**src/rtl/lc3b_types.sv**
```systemverilog
// rtl/lc3b_types.sv - shared L2 types: burst, set index, perf counter width
package lc3b_types;

    typedef logic [127:0] lc3b_burst;
    typedef logic [4:0]   lc3b_set_l2;
    typedef logic [15:0]  lc3b_perf_count;

    localparam lc3b_perf_count PERF_COUNT_MAX = 16'hFFFF;

    // Saturating increment: holds at the top value instead of wrapping to zero.
    function automatic lc3b_perf_count perf_sat_inc(input lc3b_perf_count value);
        return (value == PERF_COUNT_MAX) ? value : value + 16'd1;
    endfunction

endpackage

```
**src/rtl/l2_perf_counter.sv**
```systemverilog
// rtl/l2_perf_counter.sv - 16-bit saturating event counter with synchronous clear
module l2_perf_counter
    import lc3b_types::*;
(
    input  logic           clk,
    input  logic           reset_n,
    input  logic           inc,
    input  logic           clear,
    output lc3b_perf_count count
);

    // Clear has priority over a same-cycle increment.
    always_ff @(posedge clk or negedge reset_n) begin
        if (!reset_n) begin
            count <= '0;
        end else if (clear) begin
            count <= '0;
        end else if (inc) begin
            count <= perf_sat_inc(count);
        end
    end

endmodule

```
**src/rtl/l2_cache_control.sv**
```systemverilog
// rtl/l2_cache_control.sv - two-way L2 controller FSM: hit service, writeback, allocate
module l2_cache_control
    import lc3b_types::*;
(
    input  logic           clk,
    input  logic           reset_n,

    input  logic           mem_read,
    input  logic           mem_write,
    output logic           mem_resp,

    input  logic           tag0_hit,
    input  logic           tag1_hit,
    input  logic           dirty0,
    input  logic           dirty1,
    input  logic           lru,

    output logic           pmem_read,
    output logic           pmem_write,
    input  logic           pmem_resp,

    output logic           data_load,
    output logic           tag_load,
    output logic           valid_set,
    output logic           dirty_set,
    output logic           dirty_clr,
    output logic           lru_load,
    output logic           lru_in,
    output logic           data_in_sel,
    output logic           addr_sel,

    input  logic           perf_clear,
    output lc3b_perf_count hit_count,
    output lc3b_perf_count miss_count,
    output lc3b_perf_count wb_count
);

    typedef enum logic [1:0] {
        S_IDLE      = 2'd0,
        S_WRITEBACK = 2'd1,
        S_ALLOCATE  = 2'd2
    } state_t;

    state_t state;

    logic request;
    logic any_hit;
    logic victim_dirty;
    logic hit_event;
    logic miss_event;
    logic wb_event;

    assign request      = mem_read | mem_write;
    assign any_hit      = tag0_hit | tag1_hit;
    assign victim_dirty = lru ? dirty1 : dirty0;

    assign hit_event  = (state == S_IDLE) && request && any_hit;
    assign miss_event = (state == S_IDLE) && request && !any_hit;
    assign wb_event   = (state == S_WRITEBACK) && pmem_resp;

    // Miss handling: optional writeback of a dirty victim, then allocate, then back to IDLE
    // where the request is served as an ordinary hit.
    always_ff @(posedge clk or negedge reset_n) begin
        if (!reset_n) begin
            state <= S_IDLE;
        end else begin
            case (state)
                S_IDLE: begin
                    if (miss_event) begin
                        state <= victim_dirty ? S_WRITEBACK : S_ALLOCATE;
                    end
                end
                S_WRITEBACK: begin
                    if (pmem_resp) begin
                        state <= S_ALLOCATE;
                    end
                end
                S_ALLOCATE: begin
                    if (pmem_resp) begin
                        state <= S_IDLE;
                    end
                end
                default: state <= S_IDLE;
            endcase
        end
    end

    // Moore outputs per state plus the IDLE hit terms; everything is forced low while reset is held.
    always_comb begin
        mem_resp    = 1'b0;
        pmem_read   = 1'b0;
        pmem_write  = 1'b0;
        data_load   = 1'b0;
        tag_load    = 1'b0;
        valid_set   = 1'b0;
        dirty_set   = 1'b0;
        dirty_clr   = 1'b0;
        lru_load    = 1'b0;
        lru_in      = 1'b0;
        data_in_sel = 1'b0;
        addr_sel    = 1'b0;
        if (reset_n) begin
            case (state)
                S_IDLE: begin
                    if (request && any_hit) begin
                        mem_resp = 1'b1;
                        lru_load = 1'b1;
                        // Way 0 wins when both compares fire, so the other way becomes LRU.
                        lru_in   = tag0_hit;
                        if (mem_write) begin
                            data_load = 1'b1;
                            dirty_set = 1'b1;
                        end
                    end
                end
                S_WRITEBACK: begin
                    pmem_write = 1'b1;
                    addr_sel   = 1'b1;
                end
                S_ALLOCATE: begin
                    pmem_read = 1'b1;
                    if (pmem_resp) begin
                        data_load   = 1'b1;
                        data_in_sel = 1'b1;
                        tag_load    = 1'b1;
                        valid_set   = 1'b1;
                        dirty_clr   = 1'b1;
                    end
                end
                default: begin
                    mem_resp = 1'b0;
                end
            endcase
        end
    end

    l2_perf_counter u_hit_counter (
        .clk     (clk),
        .reset_n (reset_n),
        .inc     (hit_event),
        .clear   (perf_clear),
        .count   (hit_count)
    );

    l2_perf_counter u_miss_counter (
        .clk     (clk),
        .reset_n (reset_n),
        .inc     (miss_event),
        .clear   (perf_clear),
        .count   (miss_count)
    );

    l2_perf_counter u_wb_counter (
        .clk     (clk),
        .reset_n (reset_n),
        .inc     (wb_event),
        .clear   (perf_clear),
        .count   (wb_count)
    );

endmodule

```
**config.mk**
```make
export PLATFORM = sky130hd
export DESIGN_NAME = l2_cache_control
export DESIGN_NICKNAME = d
export VERILOG_FILES = /design/src/rtl/lc3b_types.sv /design/src/rtl/l2_perf_counter.sv /design/src/rtl/l2_cache_control.sv
export SDC_FILE = /design/constraint.sdc
export NUM_CORES = 1
export LEC_CHECK = 0
export BUFFER_PORTS_ARGS = -buffer_cell sky130_fd_sc_hd__buf_2
export CAP_MARGIN = 20
export CORE_UTILIZATION = 37
export CTS_CLUSTER_DIAMETER = 150
export DETAILED_ROUTE_END_ITERATION = 12
export GPL_TIMING_DRIVEN = 1
export SLEW_MARGIN = 20
export SYNTH_ARGS = -nofsm -noshare
export SYNTH_HDL_FRONTEND = slang
export SYNTH_SLANG_ARGS = --single-unit
```
**constraint.sdc**
```tcl
create_clock -name clk -period 2.1 [get_ports clk]
set_input_delay 0.315 -clock clk [delete_from_list [all_inputs] [get_ports clk]]
set_output_delay 0.315 -clock clk [all_outputs]
set_load 0.02 [all_outputs]
```
# Word level (Yosys, flattened, before mapping)
# Cells that the tools add are included.
[totals] reg_bits=50 latch_bits=0 ram_bits=0 rom_bits=0 elab_cells=68 n_memories=0
[op_classes] n_addsub=3 n_mul=0 n_div=0 order_cmp=0 n_eq_ne=11 n_shift=0 mux=34 bitwise=2 reduce_logical=14
[op_table] cell="two-way mux 16 bit" n=9
[op_table] cell="adder 16 x 1 -> 16 bit, second input constant" n=3
[op_table] cell="equality test 16 bit, second input constant" n=3
[op_table] cell="two-way mux 1 bit" n=19
[op_table] cell="!= test 2 bit, second input constant" n=6
[op_table] cell="two-way mux 2 bit" n=4
[op_table] cell="case mux 2 bit (3 select lines)" n=1
[op_table] cell="AND reduction 2 bit" n=3
[op_table] cell="nonzero test 2 bit" n=3
[op_table] cell="logical AND 1 bit" n=5
[op_table] cell="AND reduction 3 bit" n=1
[op_table] cell="equality test 2 x 1 -> 1 bit, second input constant" n=1
[op_table] cell="equality test 2 bit, second input constant" n=1
[op_table] cell="logical NOT 2 bit" n=1
[op_table] cell="OR 1 bit" n=2
[op_table] cell="case mux 1 bit (2 select lines)" n=1
[op_table] cell="logical NOT 1 bit" n=1

# Logic depth before layout (Yosys ltp)
# Gate-level depths: netlist (run 1).
[logic_depth] ltp_word=5 mapped_depth=6 mapped_depth_nobuf=5

# Hierarchy
# A second synthesis (run 1) with hierarchy kept.
[hier_totals] hier_cells=316 hier_area_um2=2936.6
[by_module_without_submodules] module="l2_perf_counter" instances=3 cells_per_inst=94 area_each_um2=898.4 seq_area_each_um2=400.4
[by_module_without_submodules] module="l2_cache_control" instances=1 cells_per_inst=34 area_each_um2=241.5 seq_area_each_um2=50.0

# Worst setup path after synthesis (run 1)
# Ideal clock, no wire load.
[synth_timing] path_kind="register -> output" start="register state[0]" end="output data_load" arrival_time_ns=1.686 setup_slack_ns=0.099 stages_incl_launch_ff=5 path_buffers=1 cell_sequence="dfrtp_1 -> buf_4 -> nor3_1 -> and2_1 -> or2_2"
[synth_between] elab_chain_len=3 word_cells_on_any_way=4
[synth_lines] item="from (decl)" line_no="l2_cache_control.sv:44" text="state_t state;"
[synth_lines] item="from (signal assigned)" line_no="l2_cache_control.sv:70" text="state <= victim_dirty ? S_WRITEBACK : S_ALLOCATE;"
[synth_lines] item="equality test 2 bit or logical NOT 2 bit (tied branches)" line_no="l2_cache_control.sv:103" text="case (state)"
[synth_lines] item="case mux 1 bit (2 select lines) (*)" line_no="l2_cache_control.sv:103"
[synth_lines] item="two-way mux 1 bit (*)" line_no="l2_cache_control.sv:102" text="if (reset_n) begin"
[synth_lines] item="to (decl)" line_no="l2_cache_control.sv:22" text="output logic data_load,"
# Every way passes the cells marked *; elsewhere a longest branch is shown, timed or not.

# Worst setup path after layout (run 1)
[layout_timing] start="register state[1]" end="register u_miss_counter.count[15]"
[layout_between] elab_chain_len=5
[layout_lines] item="logical NOT 2 bit" line_no="l2_cache_control.sv:58" text="assign miss_event = (state == S_IDLE) && request && !any_hit;"
[layout_lines] item="logical AND 1 bit (2 in a row)" line_no="l2_cache_control.sv:58"
[layout_lines] item="nonzero test 2 bit (no source line)"
[layout_lines] item="AND reduction 2 bit (no source line)"
[layout_lines] item="to (signal assigned)" line_no="l2_perf_counter.sv:19" text="count <= perf_sat_inc(count);"
[layout_lines] item="to (decl)" line_no="l2_perf_counter.sv:9" text="output lc3b_perf_count count"
# No other way between the ends.
# A chain may end at the register's enable or synchronous reset.

==> results of run 1 <==
## final cells by class
class,instances,area (µm²),share of cell area
Clock buffer,6,82.6,0.0218
Clock inverter,1,30.0,0.00794
Inverter,12,45.0,0.0119
Multi-Input combinational cell,266,1710,0.453
Sequential cell,50,1250,0.331
Tap cell,102,128,0.0338
Timing Repair Buffer,94,531,0.140
## registers in the layout, indices dropped and copies added (netlist names)
name / cells
state: 2
u_hit_counter.count: 16
u_miss_counter.count: 16
u_wb_counter.count: 16
## metal layers
metal,GRT usage,share of wire,wire [µm]
met5,0,0,0
met4,0.0462,0.0097,79
met3,0.0301,0.039,313
met2,0.313,0.47,3830
met1,0.263,0.48,3910
## synthesized netlist by cell type (all sizes together), types with 12 or more instances
cell    n
dfrtp  50
or4    17
o31ai  16
nor2   31
inv    12
nand2  21
mux2   14
nor2b  14
nand3  18
a21oi  27
nand4  15
nor3   18
nor4   16
## kinds of logic after synthesis
logic type / share of synthesized area
fa+ha+maj: 0.0122
flops: 0.408
simple gates: 0.337
compound gates: 0.137
buf+inv: 0.0448
mux: 0.0612
## final timing paths
kind                                    startpoint                       end  slack, ps  depth (start not counted)
min in group clk                         pmem_resp                  state[1]        330                          3
hold reg to reg            u_miss_counter.count[6]   u_miss_counter.count[6]        590                          1
setup / recovery                          state[1]  u_miss_counter.count[15]        100                          4
setup reg to reg                          state[1]  u_miss_counter.count[15]        100                          4
max in group asynchronous                  reset_n   u_miss_counter.count[0]       1470                          2
hold / removal                             reset_n    u_hit_counter.count[2]        170                          2
## power breakdown
group          switching, mW  internal [mW]  total (mW)
Sequential            0.0198          0.977       0.997
Clock                  0.333          0.382       0.716
Combinational          0.183         0.0977       0.281
Total                  0.536           1.46        1.99
## worst register-to-register path, delay by kind of cell, from the launching register on
family           cells  cell delay (ps)
and+or+nand+nor      3             1090
DFF                  1              460
muxes                1              350
## timing repair
action,4_1_cts,5_1_grt
gates resized for setup,0,6
setup endpoints to repair,0,12
setup buffers,0,2
## through the flow
stage / utilization / hold slack (ps) / instance area, µm² / power, mW
final: 0.479 / 172 / 3780 / 1.99
after global routing: 0.479 / 240 / 3780 / 2.08
after CTS: 0.473 / 203 / 3730 / 2.02
after detailed placement: 0.459 / 542 / 3620 / 1.30
after global placement: 0.459 / 552 / 3620 / 1.29
after floorplan: - / 19.4 / 3070 / 1.19
==> parameters.txt, run 1 <==
Parameter                              Value

Hold path
  Hold WC Path Type    input pin to async pin

CTS
  TritonCTS clock tree    yes
  Root buffer cell    sky130_fd_sc_hd__clkbuf_8
  CTS H-tree lvls    2
  Clock network latency to the later pin of the worst-skew pair    around 300 ps
  Clock transition at the registers of the reported paths    100 ps
  Total of hold buffers inserted after clock tree synthesis    0
  CTS Buf Count    5
  Clk sinks    50
  Buffer levels on the longest clock path    2

Synth
  Portion of synthesized cell area occupied by the leading cell type    0.408
  Sequential element share of the synthesized area    0.408
  Mapped cell area    ~3100 µm²
  Post-synth EDFFs    0
  Syn Area/Cell    8.87 µm²
  Number of nets produced by synthesis    between 300 and 400
  Library cells used by synthesis    46
  Cell type contributing the most total cell area after synthesis    sky130_fd_sc_hd__dfrtp_1
  Cell types occupying the most area after synthesis    sky130_fd_sc_hd__dfrtp_1 (41%), sky130_fd_sc_hd__a21oi_1 (4.4%), sky130_fd_sc_hd__o31ai_1 (3.9%)
  Register bit count reported by yosys    50
  Fraction of registers with async set or reset after synthesis    1.00
  Yosys warns    0
  Ys flop type    sky130_fd_sc_hd__dfrtp_1
  Number of cells produced by synthesis    between 300 and 400

Power
  Total power divided by cell area    527 nW/µm²
  Leakage power    1.69 nW
  Maximum vdd ir drop    around 290 µV

Floorplanning
  Total core area    between 7000 and 8000 µm²
  Count of pins on the block boundary    71
  Initial cell density of the core    0.389
  Die W    93.1 µm
  Std cell rows    32
  Overall die height    a little over 90 µm
  Area enclosed by the die boundary    8660 µm²

Finish
  Layout Area Growth over Synthesis    23.2%
  Share of layout cells above drive strength 1    0.291
  Layout filler cell count    796
  Final std cells w/o fill    531
  Most common cell after layout, fill and taps aside    sky130_fd_sc_hd__buf_2
  Antenna Diode Count    0
  Commonest cells after routing, fill and taps aside    sky130_fd_sc_hd__buf_2 (70), sky130_fd_sc_hd__dfrtp_1 (50), sky130_fd_sc_hd__nor2_1 (29)
  Final layout net count    ~440

Route
  Final routed DRC violation total    0
  Final routed wire length divided by cell count    around 15 µm
  Number of antenna-violating nets in the routed design    0
  Total vias in the final route    3024
  Detailed-route wire length    ~8000 µm
  Via-per-instance ratio    5.69
  TritonRoute pass-1 iters    4
  Number of design-rule violations left by the first detailed-router iteration    ~120

Placed design
  GP Congestion    0.773
  Cell count after placement    522
  Number of buffers added on ports    70
  Post-Place Setup Slack    94.3 ps
  Final HPWL DP    5820 µm

Critical path
  Critical path endpoint category    flip-flop
  Peak per-stage delay on the critical path    540 ps
  Kind of cell adding the most delay to the critical path    simple AND/OR/NAND/NOR gates
  Critical Path Source Type    flip-flop
  Cells along the critical path    or2_4, or4_4, nor4_1, mux2_1
  Required time worst endpoint    2290 ps
  Number of buffers and inverters on the critical path    0
  Master of the slowest instance on the critical path    sky130_fd_sc_hd__or4_4
  Worst EP arrival    2190 ps
  Critical setup path kind    flip-flop to flip-flop
  Worst-path maximum fanout    7

Global routing
  Total congestion overflow after global routing    0
  Vias in the first global route    between 2000 and 3000
  Maximum number of pins on one net before global-route repair    51
  First-pass GRT wire length    13300 µm
  Number of antenna violations at the first check in global routing    0
  GRT Overall Usage    0.191

Timing
  Setup tns final    0 ps
  Slack of the critical path    101 ps
  Slew at the pin closest to its max-slew limit    between 600 and 700 ps
  Post-route fraction of the period consumed by the critical path    0.952
  Final worst clock skew    9.89 ps
  Unrepaired setup endpoints after global routing    false
  Number of hold violations in the final report    0
  Max-slew headroom    0.558
  Crit path time final    2000 ps
  Number of max-slew violations in the final report    0
  Max Clk Rate    500 MHz
  Count of endpoints failing setup in the final report    0

Job
  Max capacitance violation total    0

Status
  Outcome    complete, no violations
(Power assumes the default switching activity.)
==> run 2: changes to the inputs <==
--- a/config.mk
+++ b/config.mk
@@ -7,6 +7,7 @@
 export LEC_CHECK = 0
 export BUFFER_PORTS_ARGS = -buffer_cell sky130_fd_sc_hd__buf_2
 export CAP_MARGIN = 20
+export CORE_MARGIN = 2
 export CORE_UTILIZATION = 37
 export CTS_CLUSTER_DIAMETER = 150
 export DETAILED_ROUTE_END_ITERATION = 12
==> constraint.sdc (replaced) <==
create_clock -name clk -period 2.3 [get_ports clk]
set_input_delay 0.345 -clock clk [delete_from_list [all_inputs] [get_ports clk]]
set_output_delay 0.345 -clock clk [all_outputs]
set_load 0.02 [all_outputs]
==> parameters.txt, run 2 (synthesis results as in run 1) <==
Parameter                              Value

CTS
  Clk sinks    50
  Root buffer cell    sky130_fd_sc_hd__clkbuf_8
  TritonCTS clock tree    yes
  CTS H-tree lvls    2
  Clock transition at the registers of the reported paths    roughly 90 ps
  Buffer levels on the longest clock path    2
  Post-CTS repair timing setup buffer count    0
  Clock network latency to the later pin of the worst-skew pair    about 300 ps
  CTS Buf Count    5

Power
  Clock share of power    0.300
  Leakage power    1.61 nW
  Tot Pwr    1.66 mW
  Part of the total power dissipated in combinational logic    0.149
  Proportion of power drawn by flip-flops and latches    0.550
  Total power divided by cell area    ~460 nW/µm²
  Sw frac    0.284
  Sw power    ~470 µW
  Cell internal pwr    1.19 mW
  Maximum vdd ir drop    222 µV

Global routing
  Number of antenna violations at the first check in global routing    0
  First-pass GRT wire length    13600 µm
  Total congestion overflow after global routing    0
  Maximum number of pins on one net before global-route repair    47
  Vias in the first global route    between 2000 and 3000
  GRT Overall Usage    0.186

Finish
  Share of layout cells above drive strength 1    0.258
  Layout Area Growth over Synthesis    18.9%
  Commonest cells after routing, fill and taps aside    sky130_fd_sc_hd__buf_2 (69), sky130_fd_sc_hd__dfrtp_1 (50), sky130_fd_sc_hd__nor2_1 (30)
  Layout filler cell count    around 800
  Most common cell after layout, fill and taps aside    sky130_fd_sc_hd__buf_2
  Registers with the most flip-flops    u_hit_counter.count x16, u_miss_counter.count x16, u_wb_counter.count x16
  Antenna Diode Count    0
  Final layout net count    around 430

Route
  Number of design-rule violations left by the first detailed-router iteration    140
  Via-per-instance ratio    5.73
  Total vias in the final route    3000
  Final routed DRC violation total    0
  TritonRoute pass-1 iters    4
  Final routed wire length divided by cell count    ~15 µm
  Detailed-route wire length    8050 µm
  Number of antenna-violating nets in the routed design    0

Critical path
  Peak per-stage delay on the critical path    530 ps
  Critical Path Source Type    input pin
  Required time worst endpoint    around 2000 ps
  Worst EP arrival    1850 ps
  Cells along the critical path    dlygate4sd3_1, clkbuf_4, inv_1, nor3_1, and2_1, or2_2, buf_2
  Critical path endpoint category    output port
  Worst-path maximum fanout    8
  Master of the slowest instance on the critical path    sky130_fd_sc_hd__dlygate4sd3_1
  Critical setup path kind    input pin to output port

Timing
  Max-slew headroom    0.552
  Number of max-slew violations in the final report    0
  Count of endpoints failing setup in the final report    0
  Number of hold violations in the final report    0
  Post-route fraction of the period consumed by the critical path    0.953
  Slew at the pin closest to its max-slew limit    666 ps
  Setup tns final    0 ps
  Final worst clock skew    3.45 ps
  Unrepaired setup endpoints after global routing    false
  Max Clk Rate    456 MHz
  Final worst hold slack    371 ps
  Crit path time final    2190 ps

Placed design
  GP Congestion    0.808
  Number of buffers added on ports    70
  Final HPWL DP    slightly below 6000 µm

Floorplanning
  Total core area    8130 µm²
  Overall die height    95.1 µm
  Area enclosed by the die boundary    roughly 9000 µm²
  Std cell rows    33
  Die W    95.1 µm
  Initial cell density of the core    0.377
  Count of pins on the block boundary    71

Hold path
  Hold WC Path Type    input pin to flip-flop

Status
  Outcome    complete, no violations

Job
  Max capacitance violation total    0
-- run 2: routing by layer --
metal | part of all wire | global-route usage | vias up
li1 | - | - | 1452
met3 | 0.041 | 0.0308 | 12
met4 | 0.013 | 0.0459 | 0
met5 | 0 | 0 | -
met1 | 0.46 | 0.246 | 1464
met2 | 0.48 | 0.319 | 72
-- run 2: area by class of cell --
cell class	count	area (µm²)	area share
clock buffer	7	76.3	0.0209
inverter	12	45.0	0.0123
tap	105	131	0.0360
multi-input combinational	266	1690	0.462
sequential	50	1250	0.343
timing repair buffer	84	460	0.126
-- run 2: what timing repair did --
item | in CTS | in global routing
endpoints found under the setup margin | 0 | 3
hold buffers | 1 | 0
hold endpoints to repair | 4 | 0
gates resized for setup | 0 | 2
-- run 2: metrics by stage --
step                      cell area [µm²]  setup WS [ps]  cells  utilization
after floorplan                      3070            269    346            -
after global routing                 3650           6.27    524        0.449
after CTS                            3640           73.2    524        0.448
final                                3650            108    524        0.449
after global placement               3560            261    516        0.437
after detailed placement             3560            244    516        0.437
-- run 2: final timing paths --
| kind | slack (ps) | start | endpoint | cells past startpoint |
|---|---|---|---|---|
| setup / recovery | 110 | reset_n | data_load | 7 |
| hold / removal | 370 | pmem_resp | state[1] | 3 |
| setup reg to reg | 270 | u_hit_counter.count[0] | u_hit_counter.count[10] | 5 |
| hold reg to reg | 570 | u_miss_counter.count[6] | u_miss_counter.count[6] | 1 |
| max in group asynchronous | 1070 | reset_n | u_wb_counter.count[14] | 3 |
| min in group asynchronous | 420 | reset_n | u_hit_counter.count[0] | 2 |
-- run 2: critical path, delay by kind of cell --
kind | cells | cell delay [ps]
buf+inv | 4 | 980
simple gates | 3 | 510
-- run 2: power groups by stage --
| stage | clock, mW | combinational (mW) | sequential (mW) |
|---|---|---|---|
| 2_1_floorplan | 0 | 0.145 | 0.938 |
| 3_3_place_gp | 0 | 0.243 | 0.931 |
| 3_5_place_dp | 0 | 0.247 | 0.934 |
| 4_1_cts | 0.517 | 0.249 | 0.916 |
| 5_1_grt | 0.550 | 0.276 | 0.919 |
| 6_report | 0.500 | 0.248 | 0.916 |
==> run 3: changes to the inputs <==
--- a/config.mk
+++ b/config.mk
@@ -5,7 +5,7 @@
 export SDC_FILE = /design/constraint.sdc
 export NUM_CORES = 1
 export LEC_CHECK = 0
-export BUFFER_PORTS_ARGS = -buffer_cell sky130_fd_sc_hd__buf_2
+export BUFFER_PORTS_ARGS = -buffer_cell sky130_fd_sc_hd__buf_4
 export CAP_MARGIN = 20
 export CORE_MARGIN = 2
 export CORE_UTILIZATION = 37
==> parameters.txt, run 3 (synthesis results as in run 1) <==
Parameter                              Value

Critical path
  Critical path endpoint category    output port
  Reg-to-reg slack, setup    220 ps
  Critical setup path kind    input pin to output port
  Worst-path maximum fanout    11
  Required time worst endpoint    1960 ps
  Worst EP arrival    1840 ps
  Critical Path Source Type    input pin

Placed design
  GP Congestion    ~0.84
  Final HPWL DP    5870 µm
  Placed standard-cell area    3730 µm²
  Cell count after placement    516
  Number of buffers added on ports    70

Finish
  Layout Area Growth over Synthesis    25.0%
  Registers with the most flip-flops    u_hit_counter.count x16, u_miss_counter.count x16, u_wb_counter.count x16
  Commonest cells after routing, fill and taps aside    sky130_fd_sc_hd__buf_4 (83), sky130_fd_sc_hd__dfrtp_1 (50), sky130_fd_sc_hd__nor2_1 (30)
  Final layout net count    433
  Antenna Diode Count    0
  Share of the core filled with cells in the final layout    0.472
  Most common cell after layout, fill and taps aside    sky130_fd_sc_hd__buf_4
  Final std cells w/o fill    525
  Share of layout cells above drive strength 1    0.264
  Cell area after layout    3840 µm²

Timing
  Post-route fraction of the period consumed by the critical path    0.950
  Final worst clock skew    10.3 ps
  Unrepaired setup endpoints after global routing    false
  Number of max-slew violations in the final report    0
  Slew at the pin closest to its max-slew limit    669 ps
  Final worst hold slack    366 ps
  Max Clk Rate    458 MHz
  Number of hold violations in the final report    0
  Count of endpoints failing setup in the final report    0
  Max-slew headroom    0.550
  Crit path time final    2180 ps
  Setup tns final    0 ps

CTS
  Post-CTS repair timing setup buffer count    0
  Root buffer cell    sky130_fd_sc_hd__clkbuf_8
  Clock transition at the registers of the reported paths    about 90 ps
  Buffer levels on the longest clock path    2
  TritonCTS clock tree    yes
  Clk sinks    50
  Clock network latency to the later pin of the worst-skew pair    310 ps
  CTS H-tree lvls    2
  CTS Buf Count    5

Global routing
  Number of antenna violations at the first check in global routing    0
  GRT Overall Usage    0.190
  First-pass GRT wire length    between 10000 and 15000 µm
  Vias in the first global route    2828
  Maximum number of pins on one net before global-route repair    61
  Total congestion overflow after global routing    0

Route
  Via-per-instance ratio    5.67
  Number of antenna-violating nets in the routed design    0
  Number of design-rule violations left by the first detailed-router iteration    between 100 and 150
  Final routed wire length divided by cell count    15.6 µm
  Detailed-route wire length    8190 µm
  TritonRoute pass-1 iters    5
  Total vias in the final route    around 3000
  Final routed DRC violation total    0

Floorplanning
  Count of pins on the block boundary    71
  Initial cell density of the core    0.377
  Total core area    between 8000 and 9000 µm²
  Area enclosed by the die boundary    about 9000 µm²
  Die W    between 90 and 100 µm
  Overall die height    95.1 µm
  Std cell rows    33

Power
  Total power divided by cell area    ~450 nW/µm²
  Maximum vdd ir drop    221 µV
  Leakage power    1.62 nW

Job
  Max capacitance violation total    0

Status
  Outcome    complete, no violations

Hold path
  Hold WC Path Type    input pin to flip-flop
run 3: cell count changes in the layout (fill, tap and decap cells not counted), sizes merged:
cell / change
buf: +1
clkbuf: -2
clkinv: +1
clkinvlp: +1
run 3: cell type report:
type	instances	area [µm²]
Sequential cell	50	1250
Clock buffer	6	82.6
Timing Repair Buffer	84	633
Fill cell	803	4300
Tap cell	105	131
Clock inverter	2	12.5
Inverter	12	45.0
Multi-Input combinational cell	266	1680
run 3: timing repair:
action                                 4_1_cts  5_1_grt
hold buffers                                 1        0
setup endpoints to repair                    0        1
gates resized for setup                      0        1
endpoints found under the hold margin        7        0
run 3: worst paths after layout:
| kind | startpoint | endpoint | depth (start not counted) |
|---|---|---|---|
| max | reset_n | data_load | 7 |
| min | pmem_resp | state[1] | 3 |
| max reg2reg | u_hit_counter.count[0] | u_hit_counter.count[12] | 5 |
| min reg2reg | u_miss_counter.count[6] | u_miss_counter.count[6] | 1 |
| max in group asynchronous | reset_n | u_miss_counter.count[4] | 3 |
| min in group asynchronous | reset_n | u_hit_counter.count[9] | 2 |
run 3: routing by layer:
layer,routed length (µm),part of all wire,up-vias,global-route usage
met1,3660,0.45,1436,0.246
met5,0,0,-,0
met3,380,0.046,8,0.0403
li1,-,-,1457,-
met2,4070,0.50,77,0.326
met4,78,0.0095,0,0.0411
run 3: critical path, stage by stage:
cell and delay [ps]:
sky130_fd_sc_hd__dlygate4sd3_1 530, sky130_fd_sc_hd__buf_4 190, sky130_fd_sc_hd__inv_2 80, sky130_fd_sc_hd__nor3_1 50
sky130_fd_sc_hd__and2_1 200, sky130_fd_sc_hd__or2_2 280, sky130_fd_sc_hd__buf_4 160
run 3: power by group:
group | switching [mW] | internal [mW] | total (mW) | leakage, nW
sequential | 0.0219 | 0.892 | 0.914 | 0.696
clock | 0.311 | 0.243 | 0.554 | 0.0472
combinational | 0.161 | 0.100 | 0.261 | 0.872
run 3: through the flow:
step                total power, mW  setup slack [ps]
finish                         1.73               116
global route                   1.82              28.9
CTS                            1.75              68.6
detailed placement             1.19               199
global placement               1.19               244
floorplan                      1.08               269
